File: config.mk
export PLATFORM = sky130hd
export DESIGN_NAME = piso_tx
export DESIGN_NICKNAME = d
export VERILOG_FILES = /design/src/rtl/shift_pkg.sv /design/src/rtl/bit_counter.sv /design/src/rtl/piso_tx.sv
export SDC_FILE = /design/constraint.sdc
export NUM_CORES = 1
export LEC_CHECK = 0
export ABC_CLOCK_PERIOD_IN_PS = 3600
export BUFFER_PORTS_ARGS = -buffer_cell sky130_fd_sc_hd__buf_2
export CAP_MARGIN = 20
export CORE_UTILIZATION = 53
export DETAILED_ROUTE_END_ITERATION = 10
export PLACE_DENSITY = 0.76
export SLEW_MARGIN = 0
export SYNTH_ARGS = -nofsm -noshare
export SYNTH_HDL_FRONTEND = slang
export SYNTH_SLANG_ARGS = --single-unit
File: constraint.sdc
create_clock -name clk -period 3.6 [get_ports clk]
set_input_delay 0.9 -clock clk [delete_from_list [all_inputs] [get_ports clk]]
set_output_delay 0.9 -clock clk [all_outputs]
set_load 0.1 [all_outputs]
File: src/rtl/shift_pkg.sv
// Shared types and helpers for the serial transmit path.
package shift_pkg;

    typedef enum logic {
        IDLE  = 1'b0,
        SHIFT = 1'b1
    } state_e;

    localparam int unsigned DEFAULT_DATA_W = 8;

    function automatic int unsigned bit_cnt_w(input int unsigned n);
        return $clog2(n + 1);
    endfunction

endpackage

File: src/rtl/bit_counter.sv
// Slot counter for piso_tx: counts 0..MAX, flags the final slot.
module bit_counter
    import shift_pkg::*;
#(
    parameter int unsigned MAX = 7,
    localparam int unsigned CW = bit_cnt_w(MAX)
) (
    input  logic          clk,
    input  logic          reset,
    input  logic          clr,
    input  logic          inc,
    output logic [CW-1:0] cnt,
    output logic          last
);

    logic [CW-1:0] cnt_q;

    always_ff @(posedge clk or negedge reset) begin
        if (!reset) begin
            cnt_q <= '0;
        end else if (clr) begin
            cnt_q <= '0;
        end else if (inc) begin
            cnt_q <= cnt_q + 1'b1;
        end
    end

    assign cnt  = cnt_q;
    assign last = (cnt_q == CW'(MAX));

endmodule

File: src/rtl/piso_tx.sv
// Parallel-in/serial-out transmitter with a one-word holding register for gapless streaming.
// Optional even parity slot after the data bits when PISO_PARITY_EN is defined.
module piso_tx
    import shift_pkg::*;
#(
    parameter int unsigned DATA_W    = DEFAULT_DATA_W,
    parameter bit          MSB_FIRST = 1'b1
) (
    input  logic              clk,
    input  logic              reset,
    input  logic [DATA_W-1:0] data_in,
    input  logic              in_valid,
    output logic              in_ready,
    output logic              dout,
    output logic              dout_en,
    output logic              word_done
);

`ifdef PISO_PARITY_EN
    localparam int unsigned NBITS = DATA_W + 1;
`else
    localparam int unsigned NBITS = DATA_W;
`endif
    localparam int unsigned   CW         = bit_cnt_w(NBITS - 1);
    localparam logic [CW-1:0] CNT_PENULT = CW'(NBITS - 2);

    // The frame is laid out so the bit on air always sits at the shifter's output end.
    function automatic logic [NBITS-1:0] frame(input logic [DATA_W-1:0] w);
`ifdef PISO_PARITY_EN
        if (MSB_FIRST) begin
            return {w, ^w};
        end else begin
            return {^w, w};
        end
`else
        return w;
`endif
    endfunction

    state_e            state_q;
    logic [NBITS-1:0]  shreg_q;
    logic [NBITS-1:0]  shreg_shifted;
    logic [DATA_W-1:0] hold_q;
    logic              hold_full_q;
    logic              hold_full_d;
    logic              in_ready_q;
    logic              word_done_q;
    logic              accept;
    logic [CW-1:0]     cnt;
    logic              cnt_last;
    logic              cnt_clr;
    logic              cnt_inc;

    assign accept  = in_valid && in_ready_q;
    assign cnt_clr = (state_q == SHIFT) && cnt_last;
    assign cnt_inc = (state_q == SHIFT) && !cnt_last;

    assign shreg_shifted = MSB_FIRST ? {shreg_q[NBITS-2:0], 1'b0} : {1'b0, shreg_q[NBITS-1:1]};

    bit_counter #(
        .MAX (NBITS - 1)
    ) u_bit_counter (
        .clk   (clk),
        .reset (reset),
        .clr   (cnt_clr),
        .inc   (cnt_inc),
        .cnt   (cnt),
        .last  (cnt_last)
    );

    // On the last slot the hold register always drains (or was already empty).
    always_comb begin
        hold_full_d = hold_full_q;
        if (state_q == SHIFT) begin
            if (cnt_last) begin
                hold_full_d = 1'b0;
            end else if (accept) begin
                hold_full_d = 1'b1;
            end
        end
    end

    always_ff @(posedge clk or negedge reset) begin
        if (!reset) begin
            state_q     <= IDLE;
            shreg_q     <= '0;
            hold_q      <= '0;
            hold_full_q <= 1'b0;
            in_ready_q  <= 1'b0;
            word_done_q <= 1'b0;
        end else begin
            hold_full_q <= hold_full_d;
            in_ready_q  <= !hold_full_d;
            word_done_q <= (state_q == SHIFT) && !cnt_last && (cnt == CNT_PENULT);
            unique case (state_q)
                IDLE: begin
                    if (accept) begin
                        shreg_q <= frame(data_in);
                        state_q <= SHIFT;
                    end
                end
                SHIFT: begin
                    if (!cnt_last) begin
                        shreg_q <= shreg_shifted;
                        if (accept) begin
                            hold_q <= data_in;
                        end
                    end else if (hold_full_q) begin
                        shreg_q <= frame(hold_q);
                    end else if (accept) begin
                        shreg_q <= frame(data_in);
                    end else begin
                        shreg_q <= '0;
                        state_q <= IDLE;
                    end
                end
                default: state_q <= IDLE;
            endcase
        end
    end

    assign in_ready  = in_ready_q;
    assign dout      = MSB_FIRST ? shreg_q[NBITS-1] : shreg_q[0];
    assign dout_en   = (state_q == SHIFT);
    assign word_done = word_done_q;

endmodule

==> results of run 1 <==
-- layout make-up --
class	instances	area [um^2]	area share (%)
Sequential cell	23	576	46.7
Multi-Input combinational cell	66	487	39.5
Timing Repair Buffer	14	70.1	5.69
Inverter	10	37.5	3.05
Tap cell	27	33.8	2.74
Clock buffer	3	22.5	1.83
Clock inverter	1	5.00	0.407
-- kinds of logic (layout without fill, tap and decap cells) --
family,after synthesis,after routing,synth area share [%]
compound gates,32,32,19.0
flops,23,23,51.5
simple gates,21,21,11.0
buf+inv,12,28,5.03
mux,9,9,9.06
fa+ha+maj,4,4,4.47
-- sequential cells by signal, summed over array words and instances, names as in the netlist, named ones only --
signal             cells
dout_en                1
hold_q                 8
in_ready               1
shreg_q                8
u_bit_counter.cnt      3
word_done              1
-- routing by layer --
layer / vias to the layer above / global-route usage [%] / wire length (um)
li1: 392 / - / -
met5: - / 0 / 0
met3: 5 / 7.17 / 120
met4: 0 / 10.6 / 27
met2: 28 / 32.4 / 991
met1: 418 / 27.4 / 962
-- how the worst max path moves through the flow --
| stage | from | slack (ps) | end |
|---|---|---|---|
| finish | dout_en | 1260 | dout_en |
| global route | dout_en | 1190 | dout_en |
| global placement | dout_en | 1660 | dout_en |
| floorplan | dout_en | 1720 | dout_en |
| detailed placement | dout_en | 1620 | dout_en |
| CTS | dout_en | 1250 | dout_en |
-- report_power, final --
| group | leakage [nW] | internal, W | switching, W | total, W |
|---|---|---|---|---|
| Combinational | 0.292 | 0.000199 | 0.000349 | 0.000548 |
| Clock | 0.0177 | 0.0000416 | 0.0000789 | 0.000120 |
| Sequential | 0.287 | 0.000374 | 0.0000878 | 0.000462 |
-- through the flow --
step / power, W / util (%)
2_1_floorplan: 0.000908 / -
3_3_place_gp: 0.000996 / 60.7
3_5_place_dp: 0.00102 / 60.7
4_1_cts: 0.00114 / 62.1
5_1_grt: 0.00121 / 62.1
6_report: 0.00113 / 62.1
-- cells in the final DEF (no fill, tap or decap), drive strengths merged, types with 2 or more instances in the layout --
cell	count
dfrtp	23
inv	10
nor2	3
nand2	10
a21oi	3
mux2i	6
nand2b	2
o221ai	6
mux2	3
buf	14
a21o	2
ha	4
and3	3
o21ai	14
clkbuf	3
==> flow_metrics.py, run 1 <==
metrics = {
    "status": {
        "status": "complete, no violations",
    },
    "cells_and_area": {
        "antenna-diode-count": 0,
        "fin_area_um2": 1230,
        "drive_above_1_share_pct": 25.6,
        "fillCellCount": 162,
        "final_cells": 144,
        "nets": 133,
        "area_growth_syn_to_layout_pct": 10.1,
    },
    "drt": {
        "avgViaCountPerCell": 5.85,
        "wl_per_cell_um": 14.6,
        "drt_pass1_iterations": 4,
        "drc": 0,
        "drt_wl_total_um": 2100,
        "first_iter_violations": 17,
        "via_count": 843,
        "final_antenna_net_count": 0,
    },
    "synthesis": {
        "netlist_top_cells_count": "23 x dfrtp_1, 14 x o21ai_0, 10 x inv_1",
        "yosys.cell_types.count": 32,
        "yosysTopAreaCell": "dfrtp_1",
        "synth_warnings": 0,
        "synth.area.top_cells": "dfrtp_1 51%, o21ai_0 6.3%, mux2i_1 5.4%, o221ai_1 4.7%, ha_1 4.5%",
        "yosys_register_bits": 23,
        "syn_inst": 101,
        "yosys.area.top_type_share_pct": 51.5,
        "avgSynthCellArea_um2": 11.1,
        "synth-seq-area-share_pct": 51.5,
        "syn_nets": 116,
        "synthFlopType": "dfrtp_1",
        "netlist_area_um2": 1120,
        "synthArstFlopShare_pct": 100,
        "synth_edf_count": 0,
        "synth.most_common_cell": "dfrtp_1",
    },
    "sta": {
        "rsz0062_at_grt": "no",
        "hold_viol": 0,
        "fin_ws_ps": 1260,
        "period_share_pct": 65.0,
        "tightest_slew_ps": 624,
        "period_needed_ps": 2340,
        "setup_violations": 0,
        "skew_ps": 11.4,
        "whs_ps": 499,
        "finalSetupTns_ps": 0,
        "relSlewSlack_pct": 58.4,
        "fmax_ghz": 0.428,
        "finalMaxSlewViolations": 0,
    },
    "worst_setup_path": {
        "slowest_delay_ps": 610,
        "ff2ff_path_depth": 5,
        "cp_data_required_time_ps": 2700,
        "r2r_start": "u_bit_counter.cnt[1]",
        "start_kind": "register",
        "crit_arrival_ps": 1440,
        "cp-end-kind": "output pin",
        "crit_cells": 1,
        "crit_path_cell_trace": "buf_2",
        "cp_max_fo": 15,
        "slowest_stage": "dfrtp_1",
        "critPathTopFamily": "flip-flops",
        "worst-path-buf-inv": 1,
        "regToRegSetupSlack_ps": 1700,
        "r2r-end": "shreg_q[2]",
        "crit_type": "register to output pin",
    },
    "floorplanning": {
        "die_w_um": 47.9,
        "coreArea_um2": 1980,
        "io_pins": 15,
        "start_util_pct": 56.4,
        "dieHeight_um": 47.9,
        "die_area_um2": 2300,
        "rows": 16,
    },
    "global_route": {
        "grt_remaining_overflow": 0,
        "grt_pass1_wl_um": 3300,
        "grt_antenna_before_repair": 0,
        "grt_usage_pct": 21.4,
        "grt_pass1_vias": 717,
        "grt_max_degree": 24,
    },
    "clocking": {
        "post_cts_buffers": 0,
        "cts_buffers": 3,
        "cts_tree": "yes",
        "clock_path_buffers": 2,
        "cts_max_level": 1,
        "clock-sinks": 23,
        "root_buffer": "clkbuf_4",
        "cts.clk_slew.worst_paths_ps": 130,
        "post_cts_resized": 0,
        "cts_hold_buf": 0,
        "insertion_delay_ps": 320,
    },
    "placement": {
        "gp_congestion": 0.796,
        "place_inst": 140,
        "portBuffers": 14,
        "place.detailed.hpwl_um": 1460,
        "place_area_um2": 1200,
        "dp_slack_ps": 1620,
    },
    "job": {
        "cap_violations": 0,
    },
    "power": {
        "p_leak_nw": 0.596,
        "vdd_drop_max_mv": 0.495,
        "powerDensity_nw_per_um2": 918,
    },
    "min_path": {
        "hp-start": "shreg_q[7]",
        "holdPathEnd": "shreg_q[7]",
        "hold_depth": 2,
        "hold_path_class": "register to register",
    },
}
No activity file was read; power rests on OpenSTA's default activity.
==> inputs of run 2 (changes only) <==
--- a/config.mk
+++ b/config.mk
@@ -5,7 +5,7 @@
 export SDC_FILE = /design/constraint.sdc
 export NUM_CORES = 1
 export LEC_CHECK = 0
-export ABC_CLOCK_PERIOD_IN_PS = 3600
+export ABC_CLOCK_PERIOD_IN_PS = 2300
 export BUFFER_PORTS_ARGS = -buffer_cell sky130_fd_sc_hd__buf_2
 export CAP_MARGIN = 20
 export CORE_UTILIZATION = 53
==> constraint.sdc (replaced) <==
create_clock -name clk -period 2.3 [get_ports clk]
set_input_delay 0.575 -clock clk [delete_from_list [all_inputs] [get_ports clk]]
set_output_delay 0.575 -clock clk [all_outputs]
set_load 0.1 [all_outputs]
==> run 2 against run 1 <==
Against the previous run: die area did not move; core utilization fell by 0.063 points; largest cell class unchanged; critical path type unchanged; sequential power rose by 58%; cell count did not move; first-iteration DRC count rose by 35%; sequential share of layout area barely moved; via count fell by 0.36%; non-clock buffer count did not move; wire length rose by 5.0%; total power rose by 58%; hold slack got worse by 290 ps.
==> flow_metrics.py, run 2 (same netlist as run 1, synthesis figures left out) <==
metrics = {
    "status": {
        "status": "complete, no violations",
    },
    "worst_setup_path": {
        "cp_data_required_time_ps": 1730,
        "cp_max_fo": 15,
        "slowest_delay_ps": 610,
        "crit_arrival_ps": 1430,
        "worst-path-buf-inv": 1,
        "slowest_stage": "dfrtp_1",
        "crit_type": "register to output pin",
        "cp-end-kind": "output pin",
        "start_kind": "register",
        "crit_path_cell_trace": "buf_2",
        "critPathTopFamily": "flip-flops",
    },
    "floorplanning": {
        "start_util_pct": 56.4,
        "coreArea_um2": 1980,
        "io_pins": 15,
        "die_w_um": 47.9,
        "dieHeight_um": 47.9,
        "die_area_um2": 2300,
        "rows": 16,
    },
    "clocking": {
        "clock_path_buffers": 2,
        "post_cts_buffers": 0,
        "cts_buffers": 3,
        "root_buffer": "clkbuf_4",
        "cts_max_level": 1,
        "post_cts_resized": 0,
        "cts_hold_buf": 0,
        "cts_tree": "yes",
        "cts.clk_slew.worst_paths_ps": 120,
        "clock-sinks": 23,
        "insertion_delay_ps": 310,
    },
    "drt": {
        "drt_pass1_iterations": 4,
        "drc": 0,
        "via_count": 840,
        "first_iter_violations": 23,
        "drt_wl_total_um": 2210,
        "avgViaCountPerCell": 5.83,
        "final_antenna_net_count": 0,
        "wl_per_cell_um": 15.3,
    },
    "cells_and_area": {
        "nets": 133,
        "area_growth_syn_to_layout_pct": 9.96,
        "final_cell_mix": "23 x dfrtp_1, 14 x o21ai_0, 14 x buf_2",
        "antenna-diode-count": 0,
        "final_common_cell": "dfrtp_1",
        "drive_above_1_share_pct": 24.8,
    },
    "global_route": {
        "grt_antenna_before_repair": 0,
        "grt_pass1_vias": 809,
        "grt_max_degree": 24,
        "use_met1_pct": 34.4,
        "grt_remaining_overflow": 0,
        "grt_util_met3_pct": 4.53,
        "grt_use_met2_pct": 36.2,
        "grt_pass1_wl_um": 3750,
        "grt_usage_pct": 24.4,
        "grt-busiest-layer": "met2",
    },
    "power": {
        "p_leak_nw": 0.593,
        "powerDensity_nw_per_um2": 1450,
        "vdd_drop_max_mv": 0.647,
        "finalPower_w": 0.00178,
    },
    "min_path": {
        "hold_path_class": "input port to async pin",
    },
    "placement": {
        "gp_congestion": 0.786,
        "place.detailed.hpwl_um": 1550,
        "portBuffers": 14,
    },
    "job": {
        "cap_violations": 0,
    },
    "sta": {
        "relSlewSlack_pct": 61.2,
        "skew_ps": 3.94,
        "finalMaxSlewViolations": 0,
        "tightest_slew_ps": 582,
        "rsz0062_at_grt": "no",
        "finalSetupTns_ps": 0,
        "fmax_ghz": 0.498,
        "setup_violations": 0,
        "period_share_pct": 87.2,
        "period_needed_ps": 2010,
        "hold_viol": 0,
    },
}
==> run 2: final timing paths <==
check	depth (start not counted)	slack [ps]	end	start
worst max-delay path	1	290	dout_en	dout_en
worst min-delay path	1	210	hold_q[7]	reset
worst max register to register	5	370	shreg_q[7]	u_bit_counter.cnt[1]
worst min register to register	2	500	shreg_q[1]	shreg_q[1]
max in group asynchronous	1	1750	u_bit_counter.cnt[0]	reset
min in group clk	2	500	hold_q[4]	data_in[4]
==> run 2: routing by layer <==
layer | up-vias | wire, um
li1 | 395 | -
met1 | 411 | 1020
met2 | 30 | 1040
met3 | 4 | 117
met4 | 0 | 38
met5 | - | 0
==> run 2: layout make-up <==
type / count / area (um^2)
Sequential cell: 23 / 576
Tap cell: 27 / 33.8
Timing Repair Buffer: 14 / 70.1
Clock buffer: 4 / 26.3
Inverter: 10 / 37.5
Fill cell: 177 / 752
Multi-Input combinational cell: 66 / 487
==> run 2: per-stage QoR <==
step / utilization (%) / instance area, um^2 / instances / worst slack (ps) / hold WS, ps
final: 62.1 / 1230 / 144 / 294 / 212
after CTS: 62.1 / 1230 / 144 / 287 / 220
after global placement: 60.7 / 1200 / 140 / 513 / 469
after global routing: 62.1 / 1230 / 144 / 223 / 242
after floorplan: - / 1120 / 101 / 477 / 279
after detailed placement: 60.7 / 1200 / 140 / 394 / 472
==> run 2: worst register-to-register path, cell delays in order, from the launching register on <==
cell	delay (ps)
dfrtp_1	420
ha_1	210
ha_1	540
nand2b_2	170
a21o_2	290
o221ai_1	220
==> run 2: where the power goes <==
group	switching, W	total [W]	internal, W
logic	0.000557	0.000872	0.000315
clock network	0.000117	0.000185	0.0000678
registers	0.000142	0.000728	0.000586
